`src/rtl/vend_ctrl_n.sv`:
```
`default_nettype none
// ============================================================================
//  Module   : vend_ctrl_n
//  Purpose  : Multi-product coffee vending controller. Accumulates coin
//             credit, latches a product selection, compares credit against a
//             per-product price table and runs a request/acknowledge
//             handshake with the dispenser. Cancel refunds the credit.
//  Option   : VEND_CHANGE_EN - when defined, residual credit after a sale is
//             returned as change; otherwise it is carried into the next sale.
//  Revision : 1.0 - initial release
// ============================================================================
module vend_ctrl_n #(
  parameter int N_PROD = 4,
  parameter int SUM_W  = 6,
  parameter int COIN_W = 4,
  parameter logic [N_PROD*SUM_W-1:0] PRICES = {6'd10, 6'd5, 6'd1, 6'd2},
  localparam int SEL_W = (N_PROD > 1) ? $clog2(N_PROD) : 1
) (
  input  logic             clk,
  input  logic             rst,
  input  logic             coin_valid_i,
  input  logic [COIN_W-1:0] coin_val_i,
  input  logic             sel_valid_i,
  input  logic [SEL_W-1:0] sel_i,
  input  logic             cancel_i,
  input  logic             disp_ack_i,
  output logic             disp_req_o,
  output logic [SEL_W-1:0] disp_prod_o,
  output logic             change_valid_o,
  output logic [SUM_W-1:0] change_amt_o,
  output logic             coin_reject_o,
  output logic [SUM_W-1:0] credit_o,
  output logic             led_green_o,
  output logic             led_yellow_o
);

  // Sums are formed one bit wider than the wider operand so that an
  // overflowing coin can be detected rather than silently wrapping.
  localparam int CALC_W     = ((SUM_W > COIN_W) ? SUM_W : COIN_W) + 1;
  localparam int MAX_CREDIT = (1 << SUM_W) - 1;

  typedef enum logic [1:0] {
    S_IDLE     = 2'd0,
    S_COLLECT  = 2'd1,
    S_DISPENSE = 2'd2,
    S_CHANGE   = 2'd3
  } state_t;

  state_t             state_q;
  logic [SUM_W-1:0]   credit_q;
  logic [SEL_W-1:0]   sel_q;
  logic               sel_vld_q;
  logic               disp_req_q;
  logic [SEL_W-1:0]   disp_prod_q;
  logic               change_valid_q;
  logic [SUM_W-1:0]   change_amt_q;
  logic               coin_reject_q;
  logic               led_green_q;
  logic               led_yellow_q;

  logic [SUM_W-1:0]   price_tbl [N_PROD];
  logic [SUM_W-1:0]   w_price;
  logic [CALC_W-1:0]  w_sum;
  logic [CALC_W-1:0]  w_total;
  logic               w_coin_ok;
  logic               w_sel_in;
  logic               w_sel_ok;
  logic               w_can_disp;

  // Unpack the flat price parameter into an indexable table.
  genvar gk;
  generate
    for (gk = 0; gk < N_PROD; gk++) begin : g_price
      assign price_tbl[gk] = PRICES[gk*SUM_W +: SUM_W];
    end
  endgenerate

  // Range check of the selection code is only needed when the code space is
  // larger than the product count.
  generate
    if (N_PROD == (1 << SEL_W)) begin : g_sel_all
      assign w_sel_in = 1'b1;
    end else begin : g_sel_chk
      assign w_sel_in = (sel_i < SEL_W'(N_PROD));
    end
  endgenerate

  assign w_price    = price_tbl[sel_q];
  assign w_sum      = CALC_W'(credit_q) + CALC_W'(coin_val_i);
  assign w_coin_ok  = coin_valid_i && (w_sum <= CALC_W'(MAX_CREDIT));
  // Credit including a coin accepted this cycle (if any).
  assign w_total    = w_coin_ok ? w_sum : CALC_W'(credit_q);
  assign w_sel_ok   = sel_valid_i && w_sel_in;
  // Evaluated on registered credit/selection, so a coin or selection seen
  // this cycle only counts on the following cycle.
  assign w_can_disp = sel_vld_q && (credit_q >= w_price);

  // Controller FSM: state, credit, selection and every output are registered.
  always_ff @(posedge clk) begin
    if (rst) begin
      state_q        <= S_IDLE;
      credit_q       <= '0;
      sel_q          <= '0;
      sel_vld_q      <= 1'b0;
      disp_req_q     <= 1'b0;
      disp_prod_q    <= '0;
      change_valid_q <= 1'b0;
      change_amt_q   <= '0;
      coin_reject_q  <= 1'b0;
      led_green_q    <= 1'b1;
      led_yellow_q   <= 1'b0;
    end else begin
      // Strobes are single-cycle unless re-asserted below.
      change_valid_q <= 1'b0;
      change_amt_q   <= '0;
      coin_reject_q  <= 1'b0;

      case (state_q)
        // IDLE is COLLECT with zero credit and no selection, so both share
        // the coin / selection / cancel handling.
        S_IDLE, S_COLLECT: begin
          coin_reject_q <= coin_valid_i && !w_coin_ok;
          if (cancel_i) begin
            // Cancel wins: refund everything, including a coin taken now.
            change_valid_q <= (w_total != '0);
            change_amt_q   <= SUM_W'(w_total);
            credit_q       <= '0;
            sel_vld_q      <= 1'b0;
            state_q        <= S_IDLE;
            led_green_q    <= 1'b1;
          end else if (w_can_disp) begin
            // Price is taken off on entry; the latched product is frozen
            // for the whole handshake.
            credit_q     <= SUM_W'(w_total) - w_price;
            state_q      <= S_DISPENSE;
            disp_req_q   <= 1'b1;
            disp_prod_q  <= sel_q;
            led_green_q  <= 1'b0;
            led_yellow_q <= 1'b1;
          end else begin
            credit_q <= SUM_W'(w_total);
            if (w_sel_ok) begin
              sel_q     <= sel_i;
              sel_vld_q <= 1'b1;
            end
            if (w_coin_ok || w_sel_ok || (state_q == S_COLLECT)) begin
              state_q     <= S_COLLECT;
              led_green_q <= 1'b0;
            end
          end
        end

        S_DISPENSE: begin
          coin_reject_q <= coin_valid_i;
          if (disp_ack_i) begin
            state_q      <= S_CHANGE;
            disp_req_q   <= 1'b0;
            led_yellow_q <= 1'b0;
          end
        end

        S_CHANGE: begin
          coin_reject_q <= coin_valid_i;
          sel_vld_q     <= 1'b0;
`ifdef VEND_CHANGE_EN
          change_valid_q <= (credit_q != '0);
          change_amt_q   <= credit_q;
          credit_q       <= '0;
          state_q        <= S_IDLE;
          led_green_q    <= 1'b1;
`else
          // Residual credit is carried over towards the next purchase.
          if (credit_q != '0) begin
            state_q     <= S_COLLECT;
            led_green_q <= 1'b0;
          end else begin
            state_q     <= S_IDLE;
            led_green_q <= 1'b1;
          end
`endif
        end

        default: begin
          state_q     <= S_IDLE;
          led_green_q <= 1'b1;
        end
      endcase
    end
  end

  assign disp_req_o     = disp_req_q;
  assign disp_prod_o    = disp_prod_q;
  assign change_valid_o = change_valid_q;
  assign change_amt_o   = change_amt_q;
  assign coin_reject_o  = coin_reject_q;
  assign credit_o       = credit_q;
  assign led_green_o    = led_green_q;
  assign led_yellow_o   = led_yellow_q;

endmodule
`default_nettype wire
```
`config.mk`:
```
export PLATFORM = sky130hd
export DESIGN_NAME = vend_ctrl_n
export DESIGN_NICKNAME = d
export VERILOG_FILES = /design/src/rtl/vend_ctrl_n.sv
export SDC_FILE = /design/constraint.sdc
export NUM_CORES = 1
export LEC_CHECK = 0
export ABC_AREA = 1
export ABC_CLOCK_PERIOD_IN_PS = 3800
export CAP_MARGIN = 20
export CORE_MARGIN = 1
export CORE_UTILIZATION = 39
export DETAILED_ROUTE_END_ITERATION = 6
export HOLD_SLACK_MARGIN = 0.02
export PLACE_DENSITY = 0.69
export REMOVE_ABC_BUFFERS = 1
export SYNTH_ARGS = -nofsm -noshare
export SYNTH_HDL_FRONTEND = slang
export SYNTH_SLANG_ARGS = --single-unit
```
`constraint.sdc`:
```
create_clock -name clk -period 3.8 [get_ports clk]
set_clock_uncertainty 0.2 [all_clocks]
set_input_delay 0.57 -clock clk [delete_from_list [all_inputs] [get_ports clk]]
set_output_delay 0.57 -clock clk [all_outputs]
set_load 0.01 [all_outputs]
```
==> flow_summary.json, run 1 <==
{
  "antenna_found_initial": 0,
  "async_flop_share": 0,
  "post_cts_buffers": 0,
  "worstSetupPathDepth": 16,
  "crit_path_top_delay_cell": "o21ai_0",
  "cts_buffers": 3,
  "clk_transition_reported_paths_ns": 0.08,
  "nets": 287,
  "synth_area_mm2": 0.001546,
  "peakVddDrop_mv": 0.2526,
  "gp_congestion": 0.8583,
  "yosysTopAreaCell": "dfxtp_1",
  "synth-edff-count": 0,
  "slew_viol_final": 0,
  "setup-tns-final_ns": 0,
  "cts.sinks": 23,
  "core_area_mm2": 0.003744,
  "firstDrtPassIters": 4,
  "setup_viol": 0,
  "cts_buffer_depth": 2,
  "start_util": 0.4131,
  "vias_per_cell": 4.804,
  "fin_crit_sh": 0.9372,
  "min_path_type": "register to register",
  "critPathLaunch": "coin_val_i[0]",
  "rr_worst_depth": 14,
  "synth_area_leaders": "dfxtp_1 30%, nand2_1 12%, ha_1 11%, inv_1 7.8%, nor2_1 6.8%",
  "cpPeakStageDelay_ns": 0.51,
  "grt_overflow_total": 0,
  "worst_setup_path_start_kind": "primary input",
  "cp_cell_sequence": "clkdlybuf4s50_1 -> ha_1 -> inv_1 -> fa_1 -> inv_1 -> nand2_2 -> nand3_4 -> o21ai_0 -> ha_1 -> inv_1 -> fa_1 -> nand2_1 -> a21oi_1 -> o21ai_0 -> nand3_1 -> a21oi_1",
  "crit_fanout": 7,
  "syn2layout_area_growth_pct": 26.46,
  "drv_cap": 0,
  "ioPinCount": 31,
  "hpwl_mm": 2.927,
  "max_slew_margin": 0.6035,
  "power_leakage_nw": 0.9367,
  "worstHoldStart": "disp_prod_o[0]",
  "grt.total_usage": 0.1880,
  "drive_above_1_share": 0.09302,
  "path_delay_family": "adder cells",
  "worst_hold_path.num_cells": 2,
  "synth-seq-area-share": 0.2977,
  "clk_latency_ns": 0.26,
  "ctsHoldBuffers": 0,
  "ys_ff_latch": 23,
  "grt_pass1_vias": 1318,
  "fp.dieW_um": 64.97,
  "cts_htree_levels": 1,
  "syn_area_per_cell_um2": 6.904,
  "synth_commonest_cells": "51 x nand2_1, 32 x inv_1, 28 x nor2_1",
  "synth_top_area_share": 0.2977,
  "grt_pass1_wl_mm": 6.092,
  "final-hold-violation-count": 0,
  "io_buffers": 30,
  "die_h_um": 64.97,
  "wire_per_inst_um": 11.65,
  "fill_cells": 414,
  "synthCells": 224,
  "routed_wirelength_mm": 3.565,
  "outcome": "finished, final reports clean",
  "crit_path_frequent_cell": "inv_1",
  "synth_ff_type": "dfxtp_1",
  "antenna_cells": 0,
  "cts_tree": "yes",
  "min_period_ns": 3.561,
  "synth.distinct_cells": 30,
  "rows": 22,
  "worst_pin_slew_ns": 0.5886,
  "rr_startpoint": "credit_o[3]",
  "yosysMostFrequentCell": "nand2_1",
  "drcViolationCount": 0,
  "drtIter0Drc": 87,
  "vias": 1470,
  "crit_buf_inv": 4,
  "arrival_ns": 3.55,
  "grt_max_degree": 13,
  "max_freq_mhz": 280.8,
  "endpoint_kind": "register",
  "post_cts_resized": 0,
  "powerDensity_mw_per_mm2": 324.3,
  "hold_ws_ns": 0.2643,
  "die_area_mm2": 0.004221,
  "required_ns": 3.79,
  "yosysWarnings": 0,
  "rsz0062_at_grt": "false",
  "cts-root-buf": "clkbuf_8",
  "drtAntennaViolNets": 0,
  "critical_path_class": "primary input to register"
}
==> worst reg2reg max path, cell delays in order, from the launching register on <==
cell     delay, ns
dfxtp_1       0.45
ha_1          0.33
nand2_1       0.09
nand2_1       0.09
nand2_4       0.09
nand3_4       0.12
o21ai_0       0.51
ha_1          0.24
inv_1         0.06
fa_1          0.41
nand2_1       0.09
a21oi_1       0.07
o21ai_0       0.17
nand3_1       0.11
a21oi_1       0.13
==> metal layers <==
metal / part of all wire / GRT usage / vias up
met5: 0 / 0 / -
met4: 0.010 / 0.04444 / 0
met3: 0.038 / 0.03169 / 4
met2: 0.47 / 0.3125 / 35
met1: 0.48 / 0.2500 / 653
li1: - / - / 778
==> logic make-up after synthesis <==
group / count (synthesis) / synth area share
compound gates: 28 / 0.09547
xor+xnor: 3 / 0.01699
fa+ha+maj: 16 / 0.1392
buf+inv: 39 / 0.1003
flops: 23 / 0.2977
simple gates: 115 / 0.3503
==> flip-flops by register name (all words and copies together) (netlist names) <==
signal and flops:
led_green_o 1, coin_reject_o 1, state_q 2, led_yellow_o 1, sel_q 2, disp_prod_o 2
change_amt_o 6, change_valid_o 1, sel_vld_q 1, credit_o 6
==> report_power, final <==
part	total [mW]	switching [mW]	internal [mW]
combinational	0.216	0.124	0.0921
sequential	0.268	0.0137	0.255
clock	0.150	0.0753	0.0748
==> final timing paths <==
path,endpoint,slack [ns]
max,credit_o[4],0.24
min reg2reg,disp_prod_o[0],0.26
max reg2reg,credit_o[4],0.57
min,disp_prod_o[0],0.26
==> final cells by class <==
type	instances	area (um2)	area share
multi-input cells	162	930.9	0.4760
flip-flops and latches	23	460.4	0.2354
repair buffers	32	315.3	0.1612
inverters	37	143.9	0.07358
well taps	48	60.06	0.03071
clock buffers	4	45.04	0.02303
==> cells in the final DEF, fill, tap and decap left out, types with 3 or more instances in the layout <==
| master | Yosys | final |
|---|---|---|
| inv_1 | 32 | 32 |
| ha_1 | 14 | 14 |
| nand2_2 | 5 | 5 |
| nand2_1 | 51 | 51 |
| inv_2 | 3 | 3 |
| nand3_1 | 16 | 16 |
| dfxtp_1 | 23 | 23 |
| nand2_4 | 3 | 3 |
| clkdlybuf4s50_1 | 0 | 30 |
| o21ai_0 | 12 | 12 |
| clkbuf_8 | 0 | 3 |
| nor2_1 | 28 | 28 |
| a21oi_1 | 11 | 11 |
==> stage by stage <==
| step | cells | power, mW | utilization | worst slack (ns) | cell area [um2] |
|---|---|---|---|---|---|
| 4_1_cts | 306 | 0.6396 | 0.5224 | 0.2806 | 1956 |
| 3_5_place_dp | 302 | 0.4901 | 0.5104 | 0.02404 | 1911 |
| 3_3_place_gp | 302 | 0.4871 | 0.5104 | 0.08227 | 1911 |
| 5_1_grt | 306 | 0.6787 | 0.5224 | 0.01408 | 1956 |
| 6_report | 306 | 0.6342 | 0.5224 | 0.2386 | 1956 |
| 2_1_floorplan | 222 | 0.4127 | - | 0.8430 | 1535 |
Note: power is estimated with default switching activity, not from simulation.
==> run 2: changes to the inputs <==
Settings changed: TNS_END_PERCENT from default to 10.
==> results of run 2 <==
Final layout, timing and power as in run 1 (identical DEF).
==> run 3: changes to the inputs <==
Settings changed: RECOVER_POWER from default to 25.
==> run 3 against run 2 <==
Core utilization unchanged. Critical path depth unchanged. Final area unchanged. Highest routed layer unchanged. Register-to-register slack about the same. Non-clock buffer count unchanged. Maximum frequency about the same. Via count decreased by 0.14%. Largest cell class unchanged. Worst setup slack about the same. Global-route usage unchanged. Wire length about the same. Final cell count unchanged.
==> flow_summary.json, run 3 (synthesized netlist as in run 1, its figures left out) <==
{
  "final-hold-violation-count": 0,
  "cts_tree": "yes",
  "endpoint_kind": "register",
  "grt_pass1_vias": 1318,
  "worst_pin_slew_ns": 0.5886,
  "setup_viol": 0,
  "clk_transition_reported_paths_ns": 0.08,
  "slew_viol_final": 0,
  "critical_path_class": "primary input to register",
  "cts.sinks": 23,
  "cts_buffers": 3,
  "outcome": "finished, final reports clean",
  "hpwl_mm": 2.927,
  "antenna_found_initial": 0,
  "routed_wirelength_mm": 3.562,
  "peakVddDrop_mv": 0.2526,
  "worst_hold_path.num_cells": 2,
  "hold_end": "disp_prod_o[0]",
  "gp_congestion": 0.8583,
  "syn2layout_area_growth_pct": 26.46,
  "grt_pass1_wl_mm": 6.092,
  "grt_max_degree": 13,
  "final_cell_mix": "51 x nand2_1, 32 x inv_1, 28 x nor2_1, 23 x dfxtp_1, 20 x clkdlybuf4s50_1",
  "crit_fanout": 7,
  "cts_htree_levels": 1,
  "min_path_type": "register to register",
  "worstHoldStart": "disp_prod_o[0]",
  "ioPinCount": 31,
  "rr_worst_depth": 14,
  "nets": 287,
  "worst_setup_path_start_kind": "primary input",
  "io_buffers": 30,
  "max_freq_mhz": 280.8,
  "rr_startpoint": "credit_o[3]",
  "start_util": 0.4131,
  "ctsHoldBuffers": 0,
  "min_period_ns": 3.562,
  "post_cts_buffers": 0,
  "r2r-end": "credit_o[4]",
  "place_ws_ns": 0.02404,
  "required_ns": 3.79,
  "die_area_mm2": 0.004221,
  "post_cts_resized": 0,
  "cts-root-buf": "clkbuf_8",
  "max_slew_margin": 0.6035,
  "drtIter0Drc": 87,
  "grt.total_usage": 0.1880,
  "wire_per_inst_um": 11.64,
  "fp.dieW_um": 64.97,
  "die_h_um": 64.97,
  "core_area_mm2": 0.003744,
  "grt_overflow_total": 0,
  "rsz0062_at_grt": "false",
  "antenna_cells": 0,
  "powerDensity_mw_per_mm2": 323.1,
  "setup-tns-final_ns": 0,
  "firstDrtPassIters": 4,
  "final_common_cell": "nand2_1",
  "fin_crit_sh": 0.9372,
  "drcViolationCount": 0,
  "vias_per_cell": 4.797,
  "cts_buffer_depth": 2,
  "drtAntennaViolNets": 0,
  "final_cell_area_mm2": 0.001956,
  "clk_latency_ns": 0.26,
  "vias": 1468,
  "layout_setup_ws_ns": 0.2385,
  "drv_cap": 0,
  "drive_above_1_share": 0.09302,
  "fill_cells": 414,
  "reg2reg_slack_ns": 0.57,
  "power_leakage_nw": 0.9632,
  "totalPowerFinal_mw": 0.6318,
  "rows": 22,
  "postPlaceCellArea_mm2": 0.001911,
  "arrival_ns": 3.55
}
[run 3: changes by cell type in the layout (fill, tap and decap cells not counted), sizes merged]
cell / delta
clkdlybuf4s50: -10
dlygate4sd3: +10
[run 3: worst max path at each step]
stage / startpoint / endpoint / slack, ns
floorplan: coin_val_i[0] / credit_o[4] / 0.84
global placement: coin_val_i[3] / credit_o[4] / 0.08
detailed placement: coin_val_i[0] / credit_o[4] / 0.02
CTS: coin_val_i[0] / credit_o[4] / 0.28
global route: coin_val_i[0] / credit_o[4] / 0.01
finish: coin_val_i[0] / credit_o[4] / 0.24
[run 3: area by class of cell]
type | instances | area, um2 | area share
multi-input cells | 162 | 930.9 | 0.4760
flip-flops and latches | 23 | 460.4 | 0.2354
repair buffers | 32 | 315.3 | 0.1612
inverters | 37 | 143.9 | 0.07358
well taps | 48 | 60.06 | 0.03071
clock buffers | 4 | 45.04 | 0.02303
[run 3: where the power goes]
part           leakage, nW  switching [mW]  total (mW)  internal [mW]
combinational        0.753           0.124       0.214         0.0903
sequential           0.188          0.0135       0.268          0.255
clock               0.0228          0.0750       0.150         0.0748
[run 3: per-layer routing]
layer | share of wire | up-vias | global-route usage
met3 | 0.038 | 4 | 0.03169
met2 | 0.47 | 35 | 0.3125
met1 | 0.48 | 651 | 0.2500
met4 | 0.010 | 0 | 0.04444
li1 | - | 778 | -
met5 | 0 | - | 0
[run 3: worst max-delay path, stage by stage]
cell,delay (ns)
clkdlybuf4s50_1,0.42
ha_1,0.23
inv_1,0.07
fa_1,0.20
inv_1,0.07
nand2_2,0.10
nand3_4,0.11
o21ai_0,0.51
ha_1,0.24
inv_1,0.06
fa_1,0.41
nand2_1,0.09
a21oi_1,0.07
o21ai_0,0.17
nand3_1,0.11
a21oi_1,0.13
[run 3: metrics by stage]
stage          utilization  hold WS [ns]  instances
6_report            0.5224        0.2611        306
5_1_grt             0.5224        0.2913        306
4_1_cts             0.5224        0.2698        306
3_5_place_dp        0.5104        0.2557        302
3_3_place_gp        0.5104        0.2529        302
2_1_floorplan            -        0.2669        222
